==> src/rtl/alu_seq_pkg.sv <==
// Shared definitions for the ALU sequencer: default widths, FSM state codes,
// datapath op codes and the op rotation helper.
package alu_seq_pkg;

    localparam int unsigned DATA_W_DEF = 32;
    localparam int unsigned CNT_W_DEF  = 8;

    typedef logic [1:0] state_t;
    typedef logic [1:0] op_t;

    // FSM state codes
    localparam state_t ST_IDLE = 2'd0;
    localparam state_t ST_LOAD = 2'd1;
    localparam state_t ST_EXEC = 2'd2;
    localparam state_t ST_DONE = 2'd3;

    // Datapath mux select codes
    localparam op_t OP_NEG_R1  = 2'd0;  // ACC <= -R1
    localparam op_t OP_AND     = 2'd1;  // ACC <= R1 & ACC
    localparam op_t OP_NEG_ACC = 2'd2;  // ACC <= -ACC
    localparam op_t OP_ADD     = 2'd3;  // ACC <= ACC + R1

    // Next op in the legacy free-running order, wrapping 11 -> 00
    function automatic op_t op_next(input op_t op);
        return op + 2'd1;
    endfunction

endpackage

==> src/rtl/alu_seq_cnt.sv <==
// Remaining-write down-counter for the ALU sequencer.
// Optional macro ALU_SEQ_ROTATE_EN: the op select advances by one on every
// write cycle instead of staying at the latched op.
module alu_seq_cnt
    import alu_seq_pkg::*;
#(
    parameter int unsigned CNT_W = CNT_W_DEF
) (
    input  logic             i_clk,
    input  logic             i_rst_n,
    input  logic             i_load,
    input  logic [CNT_W-1:0] i_count,
    input  logic             i_dec,
    input  op_t              i_op,
    output logic             o_last,
    output op_t              o_op
);

    logic [CNT_W-1:0] r_rem;

    // Remaining write count: loaded before EXEC, decremented per write cycle
    always_ff @(posedge i_clk or negedge i_rst_n) begin
        if (!i_rst_n) begin
            r_rem <= '0;
        end else if (i_load) begin
            r_rem <= i_count;
        end else if (i_dec && (r_rem != '0)) begin
            r_rem <= r_rem - CNT_W'(1);
        end
    end

    assign o_last = (r_rem == CNT_W'(1));

`ifdef ALU_SEQ_ROTATE_EN
    op_t r_op;

    // Rotating op select: starts at the latched op, steps once per write
    always_ff @(posedge i_clk or negedge i_rst_n) begin
        if (!i_rst_n) begin
            r_op <= OP_NEG_R1;
        end else if (i_load) begin
            r_op <= i_op;
        end else if (i_dec) begin
            r_op <= op_next(r_op);
        end
    end

    assign o_op = r_op;
`else
    assign o_op = i_op;
`endif

endmodule

==> src/rtl/alu_seq_ctrl.sv <==
// Command-driven sequencer for the R1/ACC ALU datapath. Accepts one command
// (op, operand, repeat count), loads R1, strobes ACC writes `count` times and
// returns the final ACC with a one-cycle done pulse.
// Optional macro ALU_SEQ_ROTATE_EN: op select rotates across write cycles.
module alu_seq_ctrl
    import alu_seq_pkg::*;
#(
    parameter int unsigned DATA_W = DATA_W_DEF,
    parameter int unsigned CNT_W  = CNT_W_DEF
) (
    input  logic              clk,
    input  logic              rst_n,
    input  logic              cmd_valid,
    output logic              cmd_ready,
    input  logic [1:0]        cmd_op,
    input  logic [DATA_W-1:0] cmd_data,
    input  logic [CNT_W-1:0]  cmd_count,
    input  logic              abort,
    input  logic [DATA_W-1:0] acc_q,
    output logic              r1_load,
    output logic [DATA_W-1:0] r1_data,
    output logic [1:0]        op_sel,
    output logic              acc_we,
    output logic              busy,
    output logic              done,
    output logic [DATA_W-1:0] result
);

    state_t            r_state;
    state_t            w_state_next;
    op_t               r_op;
    logic [DATA_W-1:0] r_data;
    logic [CNT_W-1:0]  r_count;
    logic [DATA_W-1:0] r_result;

    logic              w_accept;
    logic              w_cnt_load;
    logic              w_cnt_dec;
    logic              w_last;
    op_t               w_exec_op;

    assign w_accept   = (r_state == ST_IDLE) && cmd_valid;
    assign w_cnt_load = (r_state == ST_LOAD);
    // Abort suppresses the write in its own cycle, so the counter must not move
    assign w_cnt_dec  = (r_state == ST_EXEC) && !abort;

    alu_seq_cnt #(
        .CNT_W (CNT_W)
    ) u_cnt (
        .i_clk   (clk),
        .i_rst_n (rst_n),
        .i_load  (w_cnt_load),
        .i_count (r_count),
        .i_dec   (w_cnt_dec),
        .i_op    (r_op),
        .o_last  (w_last),
        .o_op    (w_exec_op)
    );

    // Next-state decode; abort takes priority over finishing EXEC
    always_comb begin
        w_state_next = r_state;
        case (r_state)
            ST_IDLE: if (w_accept) w_state_next = ST_LOAD;
            ST_LOAD: begin
                if (abort)                 w_state_next = ST_IDLE;
                else if (r_count == '0)    w_state_next = ST_DONE;
                else                       w_state_next = ST_EXEC;
            end
            ST_EXEC: begin
                if (abort)       w_state_next = ST_IDLE;
                else if (w_last) w_state_next = ST_DONE;
            end
            ST_DONE: w_state_next = ST_IDLE;
            default: w_state_next = ST_IDLE;
        endcase
    end

    // State register
    always_ff @(posedge clk or negedge rst_n) begin
        if (!rst_n) begin
            r_state <= ST_IDLE;
        end else begin
            r_state <= w_state_next;
        end
    end

    // Command latch on handshake
    always_ff @(posedge clk or negedge rst_n) begin
        if (!rst_n) begin
            r_op    <= OP_NEG_R1;
            r_data  <= '0;
            r_count <= '0;
        end else if (w_accept) begin
            r_op    <= cmd_op;
            r_data  <= cmd_data;
            r_count <= cmd_count;
        end
    end

    // Result snapshot taken in DONE; aborted commands leave it untouched
    always_ff @(posedge clk or negedge rst_n) begin
        if (!rst_n) begin
            r_result <= '0;
        end else if (r_state == ST_DONE) begin
            r_result <= acc_q;
        end
    end

    assign cmd_ready = (r_state == ST_IDLE);
    assign busy      = (r_state != ST_IDLE);
    assign r1_load   = (r_state == ST_LOAD);
    assign r1_data   = r_data;
    assign acc_we    = (r_state == ST_EXEC) && !abort;
    assign op_sel    = (r_state == ST_EXEC) ? w_exec_op : r_op;
    assign done      = (r_state == ST_DONE);
    // Bypass so result is already valid in the done cycle itself
    assign result    = (r_state == ST_DONE) ? acc_q : r_result;

endmodule

==> config.mk <==
export PLATFORM = sky130hd
export DESIGN_NAME = alu_seq_ctrl
export DESIGN_NICKNAME = d
export VERILOG_FILES = /design/src/rtl/alu_seq_pkg.sv /design/src/rtl/alu_seq_cnt.sv /design/src/rtl/alu_seq_ctrl.sv
export SDC_FILE = /design/constraint.sdc
export NUM_CORES = 1
export LEC_CHECK = 0
export ABC_AREA = 1
export CORE_ASPECT_RATIO = 0.6
export CORE_UTILIZATION = 25
export DETAILED_ROUTE_END_ITERATION = 10
export PLACE_DENSITY_LB_ADDON = 0.05
export SYNTH_ARGS = -nofsm -noshare
export SYNTH_HDL_FRONTEND = slang
export SYNTH_SLANG_ARGS = --single-unit
==> constraint.sdc <==
create_clock -name clk -period 2.1 [get_ports clk]
set_input_delay 0.63 -clock clk [delete_from_list [all_inputs] [get_ports clk]]
set_output_delay 0.63 -clock clk [all_outputs]
set_load 0.05 [all_outputs]
==> impl_results.md, run 1 <==
- Final WL: 9480 um
- Placed insts: 692
- Starting Density: 25.7%
- H-Tree Depth: 3
- First-pass GRT wire length: 15700 um
- Yosys top cell area share: 59.6%
- Min Tclk post-route: 2.04 ns
- DIE WIDTH: 155 um
- Mean routed wirelength per cell: 13.4 um
- Largest net degree at the start of global routing: 48
- Synth warn: 0
- Synthesized cell area: 3520 um2
- 1st-pass router iterations: 4
- Clk_skew: 0.00824 ns
- Final max-slew violation count: 0
- Final hold vios: 0
- Setup violators final: 0
- Clk root buf: clkbuf_16
- 1st-iter DRT viols: 80
- Worst Path Arrival: 1.41 ns
- Die H: 94.0 um
- Row cnt: 33
- Worst-Skew Late Latency: 0.34 ns
- Final std cells w/o fill: 710
- Initial antenna violation count: 0
- Area grow syn2layout: 74.1%
- Share of cells above drive strength 1: 31.3%
- Post-synth cell types: 23
- HPWL Detailed: 7010 um
- Total GRT Usage: 14.2%
- Largest area contributor in the netlist: dfrtp_1
- Max Clk Rate: 490 MHz
- Layout Nets: 594
- Synth area leaders: dfrtp_1 60%, nand2_1 15%, mux2_1 7.7%
- Core Util, Final: 44.8%
- Final Wtd Congestion: 0.772
- CTS tree: built
- RSZ-0062 raised after global routing: yes
- Clock transition at path regs: 0.07 ns
- Detail Route Antenna Nets: 0
- # clock sinks: 84
- TritonCTS buffer count: 9
- Slew at the pin with the worst max-slew slack: 0.426 ns
- Worst setup EP type: output pin
- Pwr/cell area: 1980 nW/um2
- Buffers on Ports: 148
- Std-Cell Core Area: 13700 um2
- Kind of critical path: reg2out
- Yosys reg bits: 84
- Number of global-route vias before repair: 3109
- Vias per inst: 4.06
- Io pins: 149
- Worst-case clock buffer depth: 2
- Peak supply drop: 989 uV
- Vias: 2884
- Post-route DRC: 0
- CP required: 1.47 ns
- Critical Path Source Type: register
- Status: complete, no violations
- Max Cap Viol: 0
- Syn Area/Cell: 10.1 um2
- Crit path max fanout: 9
- Reg-to-reg slack, setup: 0.46 ns
- ANT cells: 0
- Static Leak: 2.87 nW
- Relative slew slack: 71.4%
- Type of the worst min-delay path: in2async
- Mapped Nets: 429
- Sequential area share after synthesis: 59.6%
- DIE AREA: 14600 um2
- Synth Instances: 348
- Hold_buf cts: 0
- Final period util: 97.2%
- Total grt overflow: 0
==> critical path, cell delays in order (launching register included) <==
cell and delay, ns:
dfrtp_1 0.39, buf_4 0.17, inv_1 0.07, nor2_4 0.26, buf_12 0.18
==> flip-flops by register name, summed over array words and instances, names as in the netlist <==
| name | cells |
|---|---|
| r_op | 2 |
| r_result | 32 |
| u_cnt.r_rem | 8 |
| r_count | 8 |
| r_state | 2 |
| r1_data | 32 |
==> metrics by stage <==
step | hold WS (ns) | setup WS (ns) | TNS (ns) | area, um2 | total power [mW]
after global placement | 0.476 | -0.0356 | -0.0356 | 5680 | 10.3
after floorplan | 0.334 | 0.0857 | 0 | 3540 | 7.06
after CTS | 0.251 | 0.00841 | 0 | 6020 | 12.1
after detailed placement | 0.483 | -0.0692 | -0.0803 | 5680 | 10.3
after global routing | 0.261 | -0.0291 | -0.0559 | 6140 | 12.9
final | 0.254 | 0.0581 | 0 | 6140 | 12.2
==> cell type report <==
| type | count | area (um2) |
|---|---|---|
| Clock inverter | 5 | 83.8 |
| Fill cell | 1308 | 7570 |
| Timing Repair Buffer | 165 | 2000 |
| Tap cell | 192 | 240 |
| Sequential cell | 84 | 2100 |
| Inverter | 17 | 66.3 |
| Clock buffer | 11 | 243 |
| Multi-Input combinational cell | 236 | 1400 |
==> layer usage <==
layer	up-vias	part of all wire, %	GRT usage, %
met2	75	43	20.8
li1	1437	-	-
met1	1357	43	16.9
met4	0	1.7	4.98
met3	15	12	8.58
met5	-	0	0
==> where the power goes <==
| group | leakage [nW] | internal, mW | total, mW | switching, mW |
|---|---|---|---|---|
| Clock | 0.152 | 1.08 | 1.73 | 0.650 |
| Sequential | 1.00 | 2.43 | 2.82 | 0.394 |
| Combinational | 1.72 | 3.10 | 7.60 | 4.50 |
==> Yosys cell counts <==
cell type	instances
dfrtp_1	84
clkbuf_1	3
ha_1	3
buf_6	2
a21oi_1	8
nand3_1	10
mux2_4	8
nor3_2	1
nand3b_1	2
nor3_1	2
nor2_4	3
nor2_1	21
xnor2_1	1
o21ai_1	1
inv_2	3
buf_2	6
nor2_2	2
o21ai_0	4
mux2_2	4
nand2_1	140
mux2_1	24
inv_1	14
nand4_1	2
==> path summary, 6_finish.rpt <==
path / from / to / cells after the start
worst max-delay path: r_state[0] / r1_load / 4
min in group clk: r1_data[8] / r1_data[8] / 1
worst min-delay path: rst_n / r1_data[12] / 2
worst min register to register: r1_data[8] / r1_data[8] / 1
max in group asynchronous: rst_n / r1_data[29] / 2
worst max register to register: r_state[1] / u_cnt.r_rem[0] / 10
==> timing repair <==
item                                   4_1_cts  5_1_grt
setup endpoints to repair                   22       29
endpoints found under the hold margin        0        0
buffers inserted                             0        1
gates resized for setup                      4       32
cloned                                       0        1
pin swaps                                    1        1
==> cell families (layout without fill, tap and decap cells) <==
| kind of cell | after synthesis | after routing | synth area share, % |
|---|---|---|---|
| compound gates | 13 | 13 | 1.85 |
| mux | 36 | 36 | 12.4 |
| buf+inv | 28 | 198 | 3.62 |
| xor+xnor | 1 | 1 | 0.249 |
| flops | 84 | 84 | 59.6 |
| fa+ha+maj | 3 | 3 | 1.07 |
| simple gates | 183 | 183 | 21.2 |
==> cell usage in the layout, fill, tap and decap left out, drive strengths merged <==
cell type / netlist / final
ha: 3 / 3
nand3b: 2 / 2
clkdlybuf4s50: 0 / 75
xnor2: 1 / 1
clkinvlp: 0 / 2
a21oi: 8 / 8
mux2: 36 / 36
inv: 17 / 18
nand3: 10 / 10
nand2: 140 / 140
dlymetal6s2s: 0 / 1
nand4: 2 / 2
bufinv: 0 / 2
nor2: 26 / 26
nor3: 3 / 3
buf: 8 / 88
dfrtp: 84 / 84
o21ai: 5 / 5
clkbuf: 3 / 12
No activity file was read; power rests on OpenSTA's default activity.
==> run 2, diff against run 1 <==
ABC_AREA = not set   (was 1)
CELL_PAD_IN_SITES_DETAIL_PLACEMENT = 1   (was not set)
CELL_PAD_IN_SITES_GLOBAL_PLACEMENT = 1   (was not set)
==> run 2 against run 1 <==
  * The flow now finishes with violations (design-rule violations, negative setup slack)
  * Synthesized area down 4.0%
  * Utilization grew 0.37 points
  * Clock skew fell by 0.0028 ns
  * Sequential share of layout area increased by 1.6 points
  * Combinational power is 3.9% lower
  * Critical path type unchanged
==> impl_results.md, run 2 <==
- Number of global-route vias before repair: 2693 (-13%)
- Peak supply drop: 667 uV (-33%)
- Detail Route Antenna Nets: 0 (unchanged)
- Layout Nets: 478 (-20%)
- Post-synth top flop: dfrtp_1
- Kind of critical path: reg2out
- Slew at the pin with the worst max-slew slack: 0.488 ns (+0.0622 ns)
- Most frequent cells in the layout: 83 x dfrtp_1, 75 x clkdlybuf4s50_1, 58 x mux2_2
- Final max-slew violation count: 0 (unchanged)
- Count leader, synth: dfrtp_1
- Crit path max fanout: 18 (+9)
- Total GRT Usage: 14.6% (+0.39 points)
- Post-synth cell types: 32 (+39%)
- ANT cells: 0 (unchanged)
- Final hold vios: 0 (unchanged)
- Total negative slack: -2.63 ns (-2.63 ns)
- Synthesized cell area: 3380 um2 (-4.0%)
- Area grow syn2layout: 73.6%
- RSZ-0062 raised after global routing: yes
- Cell area after layout: 5870 um2 (-4.3%)
- Sequential power share: 24.3% (+1.1 points)
- Post-DP Area: 5490 um2 (-3.2%)
- Type of the worst min-delay path: in2async
- Simple-gate share of the synthesized area: 6.80% (-14 points)
- 1st-pass router iterations: 9 (+5)
- Xor/xnor cell area share of the yosys netlist: 0.259% (+0.010 points)
- Clk pwr share: 14.0% (-0.2 points)
- Logic pwr share: 61.7% (-0.8 points)
- 1st-iter DRT viols: 73 (-8.8%)
- Largest family of logic cells by synthesized area: multiplexers
- CTS tree: built
- Initial antenna violation count: 0 (unchanged)
- Total grt overflow: 0 (unchanged)
- Hold_buf cts: 0 (unchanged)
- Final std cells w/o fill: 572 (-19%)
- Std-Cell Core Area: 13000 um2 (-5.1%)
- Clk_skew: 0.00548 ns (-0.00276 ns)
- Worst-case clock buffer depth: 2 (unchanged)
- Count of flip-flops with a built-in enable after synthesis: 0 (unchanged)
- Synth warn: 0 (unchanged)
- Max Clk Rate: 453 MHz (-7.5%)
- CP required: 1.47 ns (about the same)
- Min Tclk post-route: 2.21 ns (+0.166 ns)
- Largest area contributor in the netlist: dfrtp_1
- Post-synthesis mux area share: 24.9% (+13 points)
- Sw Ratio: 44.1% (-1.5 points)
- Die H: 92.1 um (-2.0%)
- TritonCTS buffer count: 9 (unchanged)
- Starting Density: 26.0% (+0.29 points)
- DIE AREA: 14000 um2 (-3.9%)
- Hold_ws: 0.226 ns (-0.0278 ns)
- Post-synthesis compound-gate area fraction: 3.07% (+1.2 points)
- Synth area leaders: dfrtp_1 62%, mux2_2 25%, nand3_1 1.3%
- P_sw: 5.22 mW (-5.9%)
- Worst setup EP type: output pin
- # clock sinks: 84 (unchanged)
- Mean routed wirelength per cell: 16.8 um (+26%)
- H-Tree Depth: 3 (unchanged)
- Mapped Nets: 311 (-28%)
- Yosys top cell area share: 62.1% (+2.5 points)
- Failing checks: design-rule violations, negative setup slack
- Dpl ws: -0.168 ns (-0.0989 ns)
- Pwr/cell area: 2010 nW/um2 (+1.6%)
- Synth Instances: 230 (-34%)
- Cell mode on critical path: buf_12
- First-pass GRT wire length: 15400 um (-1.9%)
- Core Util, Final: 45.1% (+0.37 points)
- Final WL: 9600 um (+1.2%)
- Placed insts: 555 (-20%)
- Slowest-stage cell, CP: dfrtp_1
- Worst-Skew Late Latency: 0.34 ns (about the same)
- Max Cap Viol: 0 (unchanged)
- Row cnt: 32 (-3.0%)
- Ys async rst share: 100% (unchanged)
- Crit-path cells: nand2_2 > buf_12 > mux2_2 > buf_12
- Fraction of the mapped netlist area in adder cells: 1.11% (+0.045 points)
- Clock transition at path regs: 0.06 ns (about the same)
- Clk root buf: clkbuf_16
- Io pins: 149 (unchanged)
- Vias: 2518 (-13%)
- Tot Pwr: 11.8 mW (-2.7%)
- Status: finished with violations
- Relative slew slack: 67.6% (-3.8 points)
- Share of cells above drive strength 1: 46.0% (+15 points)
- Critical Path Source Type: register
- Post-route DRC: 14 (+14)
- Static Leak: 2.57 nW (-10%)
- Internal power: 6.61 mW (about the same)
- Sequential area share after synthesis: 62.1% (+2.5 points)
- Vias per inst: 4.40 (+8.4%)
- Syn Area/Cell: 14.7 um2 (+45%)
- Yosys reg bits: 84 (unchanged)
- Final period util: 105% (+7.9 points)
- Most instantiated cells after synthesis: 84 x dfrtp_1, 74 x mux2_2, 9 x nand3_1, 8 x nand2_1
- Worst Path Arrival: 1.58 ns (+0.17 ns)
- HPWL Detailed: 7180 um (+2.4%)
- Buffers on Ports: 148 (unchanged)
- Largest net degree at the start of global routing: 39 (-19%)
- DIE WIDTH: 152 um (-2.0%)
- Leading cell type in the layout, fill and taps excluded: dfrtp_1
- Setup violators final: 32 (+32)
- Final worst slack: -0.108 ns (-0.166 ns)
- Final Wtd Congestion: 0.774 (+0.14%)
- Critical Path Max Stage Delay: 0.39 ns (about the same)
-- run 2: changes by cell type after synthesis, sizes merged, moves of 7 or more --
cell	delta
nand2	-132
inv	-13
mux2	+38
nor2	-21
a21oi	-7
-- run 2: what timing repair did --
action,CTS,global route
buffers inserted,1,0
setup endpoints to repair,35,33
resized for setup,16,6
pin swaps,1,0
-- run 2: kinds of logic (layout without fill, tap and decap cells) --
| group | Yosys count | after routing |
|---|---|---|
| flops | 84 | 84 |
| mux | 75 | 75 |
| simple gates | 41 | 41 |
| buf+inv | 14 | 186 |
| compound gates | 12 | 12 |
| fa+ha+maj | 3 | 3 |
| xor+xnor | 1 | 1 |
-- run 2: per-layer routing --
layer	up-vias	wire length [um]	track usage (%)
met1	1244	4380	20.3
met4	0	118	5.10
li1	1161	-	-
met3	9	1100	5.81
met5	-	0	0
met2	104	4000	20.0
-- run 2: layout make-up --
class / count / area (um2)
Timing Repair Buffer: 165 / 1930
Clock inverter: 6 / 71.3
Clock buffer: 10 / 239
Inverter: 5 / 18.8
Tap cell: 170 / 213
Multi-Input combinational cell: 132 / 1300
Sequential cell: 84 / 2100
Fill cell: 1330 / 7140
-- run 2: final timing paths --
check	from	to	slack, ns	cells past startpoint
setup reg to reg	u_cnt.r_rem[5]	r_state[0]	0.07	4
setup / recovery	r_state[1]	result[0]	-0.11	4
max in group asynchronous	rst_n	r1_data[2]	1.31	2
hold / removal	rst_n	u_cnt.r_rem[2]	0.23	1
hold reg to reg	r1_data[5]	r1_data[5]	0.50	1
min in group clk	r1_data[5]	r1_data[5]	0.50	1
-- run 2: power by group through the flow --
stage / Sequential, mW / Clock [mW] / Combinational [mW]
after floorplan: 4.00 / 0 / 2.99
after global placement: 2.85 / 0 / 7.20
after detailed placement: 2.89 / 0 / 7.26
after CTS: 2.88 / 1.72 / 7.35
after global routing: 3.00 / 1.78 / 7.62
final: 2.88 / 1.65 / 7.30
-- run 2: critical path: cells and delay by family, from the launching register on --
kind | cells | cell delay (ns)
mux | 1 | 0.39
flops | 1 | 0.39
simple gates | 1 | 0.13
buf+inv | 2 | 0.33
==> run 3, diff against run 2 <==
CAP_MARGIN = 20   (was not set)
==> results of run 3 <==
Same layout as run 2: the final DEF is identical, and so are final timing and power.
